`config.mk`:
```
export PLATFORM = sky130hd
export DESIGN_NAME = fpu_result_queue_flat
export DESIGN_NICKNAME = d
export VERILOG_FILES = /design/src/rtl/fpu_result_queue_if.sv /design/src/rtl/fpu_result_queue.sv /design/src/flat_wrapper.sv
export SDC_FILE = /design/constraint.sdc
export NUM_CORES = 1
export LEC_CHECK = 0
export CAP_MARGIN = 20
export CORE_UTILIZATION = 45
export CTS_CLUSTER_SIZE = 8
export DETAILED_ROUTE_END_ITERATION = 8
export PLACE_DENSITY = 0.68
export SYNTH_ARGS = -nofsm -noshare
export SYNTH_HDL_FRONTEND = slang
export SYNTH_SLANG_ARGS = --single-unit
export TNS_END_PERCENT = 50
```
`constraint.sdc`:
```
create_clock -name clk -period 5.2 [get_ports clk]
set_input_delay 1.04 -clock clk [delete_from_list [all_inputs] [get_ports clk]]
set_output_delay 1.04 -clock clk [all_outputs]
set_load 0.05 [all_outputs]
```
`src/rtl/fpu_result_queue_if.sv`:
```
// Producer and consumer handshake bundle for fpu_result_queue.
// The slave modport is the queue side. The master modport is the side that drives results in and takes them out.
interface fpu_result_queue_if;
  logic        in_valid;
  logic        in_ready;
  logic [31:0] in_result;
  logic        in_error;
  logic        in_overflow;
  logic        out_valid;
  logic        out_ready;
  logic [31:0] out_result;
  logic        out_error;
  logic        out_overflow;

  modport slave (
    input  in_valid, in_result, in_error, in_overflow, out_ready,
    output in_ready, out_valid, out_result, out_error, out_overflow
  );

  modport master (
    output in_valid, in_result, in_error, in_overflow, out_ready,
    input  in_ready, out_valid, out_result, out_error, out_overflow
  );
endinterface

```
`src/rtl/fpu_result_queue.sv`:
```
// Registered FIFO output stage for the FPU subtractor, with sticky exception flags.
// Optional macro FPU_RESULT_FTZ_EN: subnormal results are flushed to zero and sticky_underflow is added.
module fpu_result_queue #(
  parameter int DEPTH = 4,
  parameter int CW    = 3
) (
  input  logic          clk,
  input  logic          rst_n,
  fpu_result_queue_if.slave q,
  output logic [CW-1:0] count,
  input  logic          flag_clear,
  output logic          sticky_error,
  output logic          sticky_overflow,
  output logic          sticky_nan,
  output logic          sticky_inf
`ifdef FPU_RESULT_FTZ_EN
  ,
  output logic          sticky_underflow
`endif
);
  localparam int PW = $clog2(DEPTH);
  localparam logic [PW-1:0] PTR_ONE  = PW'(1);
  localparam logic [CW-1:0] CNT_ONE  = CW'(1);
  localparam logic [CW-1:0] CNT_FULL = CW'(DEPTH);
  localparam logic [CW-1:0] CNT_ZERO = CW'(0);

  function automatic logic is_nan(input logic [31:0] r);
    return (r[30:23] == 8'hFF) && (r[22:0] != 23'h000000);
  endfunction

  function automatic logic is_inf(input logic [31:0] r);
    return (r[30:23] == 8'hFF) && (r[22:0] == 23'h000000);
  endfunction

  function automatic logic is_subnormal(input logic [31:0] r);
    return (r[30:23] == 8'h00) && (r[22:0] != 23'h000000);
  endfunction

  // Each entry is {result, error, overflow}.
  logic [33:0]   mem_r [DEPTH];
  logic [PW-1:0] wr_ptr_r;
  logic [PW-1:0] rd_ptr_r;
  logic [CW-1:0] count_r;
  logic          sticky_error_r;
  logic          sticky_overflow_r;
  logic          sticky_nan_r;
  logic          sticky_inf_r;
  logic          in_ready_s;
  logic          out_valid_s;
  logic          push_s;
  logic          pop_s;
  logic [31:0]   wr_data_s;

  assign in_ready_s  = (count_r != CNT_FULL);
  assign out_valid_s = (count_r != CNT_ZERO);
  assign push_s      = q.in_valid & in_ready_s;
  assign pop_s       = out_valid_s & q.out_ready;

  // Select the result value that is stored and classified.
  always_comb begin
    wr_data_s = q.in_result;
`ifdef FPU_RESULT_FTZ_EN
    if (is_subnormal(q.in_result)) begin
      wr_data_s = {q.in_result[31], 31'h00000000};
    end else begin
      wr_data_s = q.in_result;
    end
`endif
  end

  // Storage array. Entries are not reset because the pointers and count decide which entries are valid.
  always_ff @(posedge clk) begin
    if (push_s) begin
      mem_r[wr_ptr_r] <= {wr_data_s, q.in_error, q.in_overflow};
    end
  end

  // Pointer and occupancy state. The pointers wrap naturally at DEPTH.
  always_ff @(posedge clk or negedge rst_n) begin
    if (!rst_n) begin
      wr_ptr_r <= {PW{1'b0}};
      rd_ptr_r <= {PW{1'b0}};
      count_r  <= CNT_ZERO;
    end else begin
      if (push_s) wr_ptr_r <= wr_ptr_r + PTR_ONE;
      else        wr_ptr_r <= wr_ptr_r;
      if (pop_s)  rd_ptr_r <= rd_ptr_r + PTR_ONE;
      else        rd_ptr_r <= rd_ptr_r;
      case ({push_s, pop_s})
        2'b10:   count_r <= count_r + CNT_ONE;
        2'b01:   count_r <= count_r - CNT_ONE;
        default: count_r <= count_r;
      endcase
    end
  end

  // Sticky flags. A setting push overrides flag_clear on the same edge.
  always_ff @(posedge clk or negedge rst_n) begin
    if (!rst_n) begin
      sticky_error_r    <= 1'b0;
      sticky_overflow_r <= 1'b0;
      sticky_nan_r      <= 1'b0;
      sticky_inf_r      <= 1'b0;
    end else begin
      sticky_error_r    <= (sticky_error_r    & ~flag_clear) | (push_s & q.in_error);
      sticky_overflow_r <= (sticky_overflow_r & ~flag_clear) | (push_s & q.in_overflow);
      sticky_nan_r      <= (sticky_nan_r      & ~flag_clear) | (push_s & is_nan(wr_data_s));
      sticky_inf_r      <= (sticky_inf_r      & ~flag_clear) | (push_s & is_inf(wr_data_s));
    end
  end

`ifdef FPU_RESULT_FTZ_EN
  logic sticky_underflow_r;

  // Underflow is detected on the raw input, before it is flushed to zero.
  always_ff @(posedge clk or negedge rst_n) begin
    if (!rst_n) begin
      sticky_underflow_r <= 1'b0;
    end else begin
      sticky_underflow_r <= (sticky_underflow_r & ~flag_clear) | (push_s & is_subnormal(q.in_result));
    end
  end

  assign sticky_underflow = sticky_underflow_r;
`endif

  // Head entry goes to the consumer. The output is forced to zero when the queue is empty.
  always_comb begin
    if (out_valid_s) begin
      {q.out_result, q.out_error, q.out_overflow} = mem_r[rd_ptr_r];
    end else begin
      {q.out_result, q.out_error, q.out_overflow} = 34'h000000000;
    end
  end

  assign q.in_ready       = in_ready_s;
  assign q.out_valid      = out_valid_s;
  assign count            = count_r;
  assign sticky_error     = sticky_error_r;
  assign sticky_overflow  = sticky_overflow_r;
  assign sticky_nan       = sticky_nan_r;
  assign sticky_inf       = sticky_inf_r;
endmodule

```
`src/flat_wrapper.sv`:
```
// flat-port wrapper written by rule: the top's interface ports become plain ports
module fpu_result_queue_flat 
#(
  parameter int DEPTH = 4,
  parameter int CW    = 3
)
  (clk, rst_n, count, flag_clear, sticky_error, sticky_overflow, sticky_nan, sticky_inf, q_in_valid, q_in_result, q_in_error, q_in_overflow, q_out_ready, q_in_ready, q_out_valid, q_out_result, q_out_error, q_out_overflow);
  fpu_result_queue_if q_i ();
  input  logic clk;
  input  logic rst_n;
  output logic [CW-1:0] count;
  input  logic flag_clear;
  output logic sticky_error;
  output logic sticky_overflow;
  output logic sticky_nan;
  output logic sticky_inf;
  input wire logic [$bits(q_i.in_valid)-1:0] q_in_valid;
  input wire logic [$bits(q_i.in_result)-1:0] q_in_result;
  input wire logic [$bits(q_i.in_error)-1:0] q_in_error;
  input wire logic [$bits(q_i.in_overflow)-1:0] q_in_overflow;
  input wire logic [$bits(q_i.out_ready)-1:0] q_out_ready;
  output wire logic [$bits(q_i.in_ready)-1:0] q_in_ready;
  output wire logic [$bits(q_i.out_valid)-1:0] q_out_valid;
  output wire logic [$bits(q_i.out_result)-1:0] q_out_result;
  output wire logic [$bits(q_i.out_error)-1:0] q_out_error;
  output wire logic [$bits(q_i.out_overflow)-1:0] q_out_overflow;
  assign q_i.in_valid = q_in_valid;
  assign q_i.in_result = q_in_result;
  assign q_i.in_error = q_in_error;
  assign q_i.in_overflow = q_in_overflow;
  assign q_i.out_ready = q_out_ready;
  assign q_in_ready = q_i.in_ready;
  assign q_out_valid = q_i.out_valid;
  assign q_out_result = q_i.out_result;
  assign q_out_error = q_i.out_error;
  assign q_out_overflow = q_i.out_overflow;
  fpu_result_queue #(.DEPTH(DEPTH), .CW(CW)) u_core (.clk(clk), .rst_n(rst_n), .q(q_i), .count(count), .flag_clear(flag_clear), .sticky_error(sticky_error), .sticky_overflow(sticky_overflow), .sticky_nan(sticky_nan), .sticky_inf(sticky_inf));
endmodule
```
==> metrics.csv <==
stage;metric;value;unit
outcome;status;complete, no violations;
drt;vias;2843;
drt;drtIter0Drc;131;
sta;fin_skew;0.00519;ns
global_routing;grt_max_degree;37;
drt;dr_wl_met3;442;um
cells_and_area;finalNonFillerCells;553;
synth;ys_top_cells_by_area;edfxtp_1, mux4_2, dfrtp_1;
global_routing;antenna_found_initial;0;
synth;synth_cells;278;
drt;post_drt_wl_per_cell;19.0;um
critical_path;critPathTopFamily;buffers and inverters;
min_path;hold_class;register to register;
synth;synthTopCellsByCount;edfxtp_1, and2_1, mux4_2, dfrtp_1, inv_1;
floorplanning;die_h;115;um
critical_path;path_buf_inv;2;
sta;finalSetupTns;0;ns
synth;syn_nets;323;
floorplanning;start_util;0.460;
cells_and_area;area_growth;27.5;%
floorplanning;rows;41;
synth;syn_area;5780;sq um
drt;drt-met1-wl;4360;um
synth;synth_largest_area_cell;edfxtp_1;
sta;rsz0062_at_grt;false;
drt;vias_per_cell;5.14;
floorplanning;core_area;12600;sq um
sta;slew_headroom;0.378;
clock_tree;htreeDepth;4;
drt;wl_met2;5530;um
power;powerDensity;696;nW/um^2
synth;async_flop_share;0.0748;
synth;synth_most_common_cell;edfxtp_1;
synth;yosys_warnings;0;
cells_and_area;fill_cells;949;
clock_tree;root_buffer;clkbuf_16;
critical_path;cp_max_fo;17;
placed_design;place_hpwl;6260;um
sta;setup_ws;1.36;ns
critical_path;crit_type;register to output pin;
floorplanning;die_x;115;um
cells_and_area;diodes;0;
critical_path;critical-path-slowest-cell;clkdlybuf4s50_1;
clock_tree;clk_latency;0.42;ns
placed_design;post_dp_cell_area;6760;sq um
placed_design;pre_cts_slack;1.74;ns
sta;clock.fmax;260;MHz
cells_and_area;fin_nets;413;
synth;synth_edf_count;136;
drt;ant_nets;0;
synth;synthFlopType;edfxtp_1;
clock_tree;cts.clk_slew.worst_paths;0.06;ns
drt;highest_layer;met4;
sta;finalHoldViolCount;0;
clock_tree;holdBufCountCts;0;
synth;synth_top_area_frac;0.706;
job;cap_viol_max_count;0;
placed_design;place_inst;521;
synth;syn_area_per_cell;20.8;sq um
drt;drt_wl_total;10500;um
critical_path;crit_chain;buf_4 -> mux4_2 -> and2_1 -> clkdlybuf4s50_1;
drt;first_pass_iters;4;
placed_design;io_buffers;81;
cells_and_area;design_area;7370;sq um
global_routing;grt_pass1_vias;2991;
placed_design;place.gp.congestion;0.672;
floorplanning;ioPinCount;82;
synth;ys_ff_latch;147;
synth;synth.distinct_cells;28;
global_routing;grt_overflow;0;
clock_tree;cts_resized;0;
clock_tree;cts_buffers;17;
cells_and_area;drive_above_1_share;0.202;
sta;fin_crit_sh;0.738;
power;vdd_drop_max;512;uV
global_routing;track_usage;0.178;
sta;finalSetupViolations;0;
critical_path;worst-endpoint-required;4.16;ns
power;total_power;5.13;mW
clock_tree;cts.path.max_buffers;2;
cells_and_area;post-route-util;0.587;
sta;hold_slack;0.517;ns
synth;seq_area_frac_synth;0.754;
clock_tree;clock-sinks;147;
power;p_leak;2.45;nW
critical_path;critPathMaxStageDelay;0.69;ns
critical_path;startpoint_type;register;
critical_path;crit_arrival;2.80;ns
sta;worst_pin_slew;0.933;ns
sta;maxSlewViolCount;0;
critical_path;endpoint_kind;output pin;
clock_tree;cts_setup_buffers;0;
global_routing;grt_pass1_wl;16400;um
sta;period_needed;3.84;ns
clock_tree;cts_tree;built;
drt;drc;0;
floorplanning;dieArea;13300;sq um
-- placed cells by master (no fill, tap or decap), types with 3 or more instances in the layout --
cell type and n:
xor2_1 3, clkinv_4 3, nor4_1 5, and2_1 35, clkinvlp_4 4, inv_1 6, edfxtp_1 136, nand4_1 3
clkinv_1 3, ha_1 5, mux4_2 34, nand2_1 5, clkbuf_16 17, bufinv_16 4, buf_4 3, clkdlybuf4s50_1 81
dfrtp_1 9, and3_2 4, xnor2_1 3
-- where the power goes --
part	leakage, nW	switching (mW)	internal [mW]
combinational	0.787	1.33	0.847
clock	0.285	0.457	0.798
sequential	1.38	0.141	1.56
-- registers in the layout (all words and copies together), names as in the netlist --
register,flops
u_core.sticky_overflow,1
u_core.sticky_error,1
u_core.mem_r,136
u_core.count,3
u_core.rd_ptr_r,2
u_core.wr_ptr_r,2
u_core.sticky_inf,1
u_core.sticky_nan,1
-- cell families (layout without fill, tap and decap cells) --
family,count (synthesis),after routing,share of synthesized area
flops,147,147,0.754
fa+ha+maj,6,6,0.0143
mux,34,34,0.132
buf+inv,20,123,0.0190
simple gates,59,59,0.0634
compound gates,6,6,0.00822
xor+xnor,6,6,0.00909
-- worst paths after layout --
kind | start | to | slack (ns) | cells after the start
worst max-delay path | u_core.rd_ptr_r[0] | q_out_result[26] | 1.36 | 4
worst min-delay path | u_core.count[2] | u_core.count[2] | 0.52 | 1
worst max register to register | u_core.count[0] | u_core.count[2] | 2.89 | 9
worst min register to register | u_core.count[2] | u_core.count[2] | 0.52 | 1
max in group asynchronous | rst_n | u_core.rd_ptr_r[1] | 3.83 | 1
min in group asynchronous | rst_n | u_core.sticky_inf | 0.98 | 1
-- cell type report --
cell class | instances | area, sq um | share of cell area
sequential | 147 | 4360 | 0.592
multi-input combinational | 111 | 1320 | 0.178
timing repair buffer | 84 | 833 | 0.113
clock buffer | 18 | 429 | 0.0582
tap | 172 | 215 | 0.0292
clock inverter | 14 | 188 | 0.0255
inverter | 7 | 31.3 | 0.00424
-- routing by layer --
| metal | vias up | track usage |
|---|---|---|
| li1 | 1292 | - |
| met1 | 1464 | 0.212 |
| met2 | 75 | 0.299 |
| met3 | 12 | 0.0511 |
| met4 | 0 | 0.0805 |
| met5 | - | 0 |
Power figures use the tool's default switching activity.
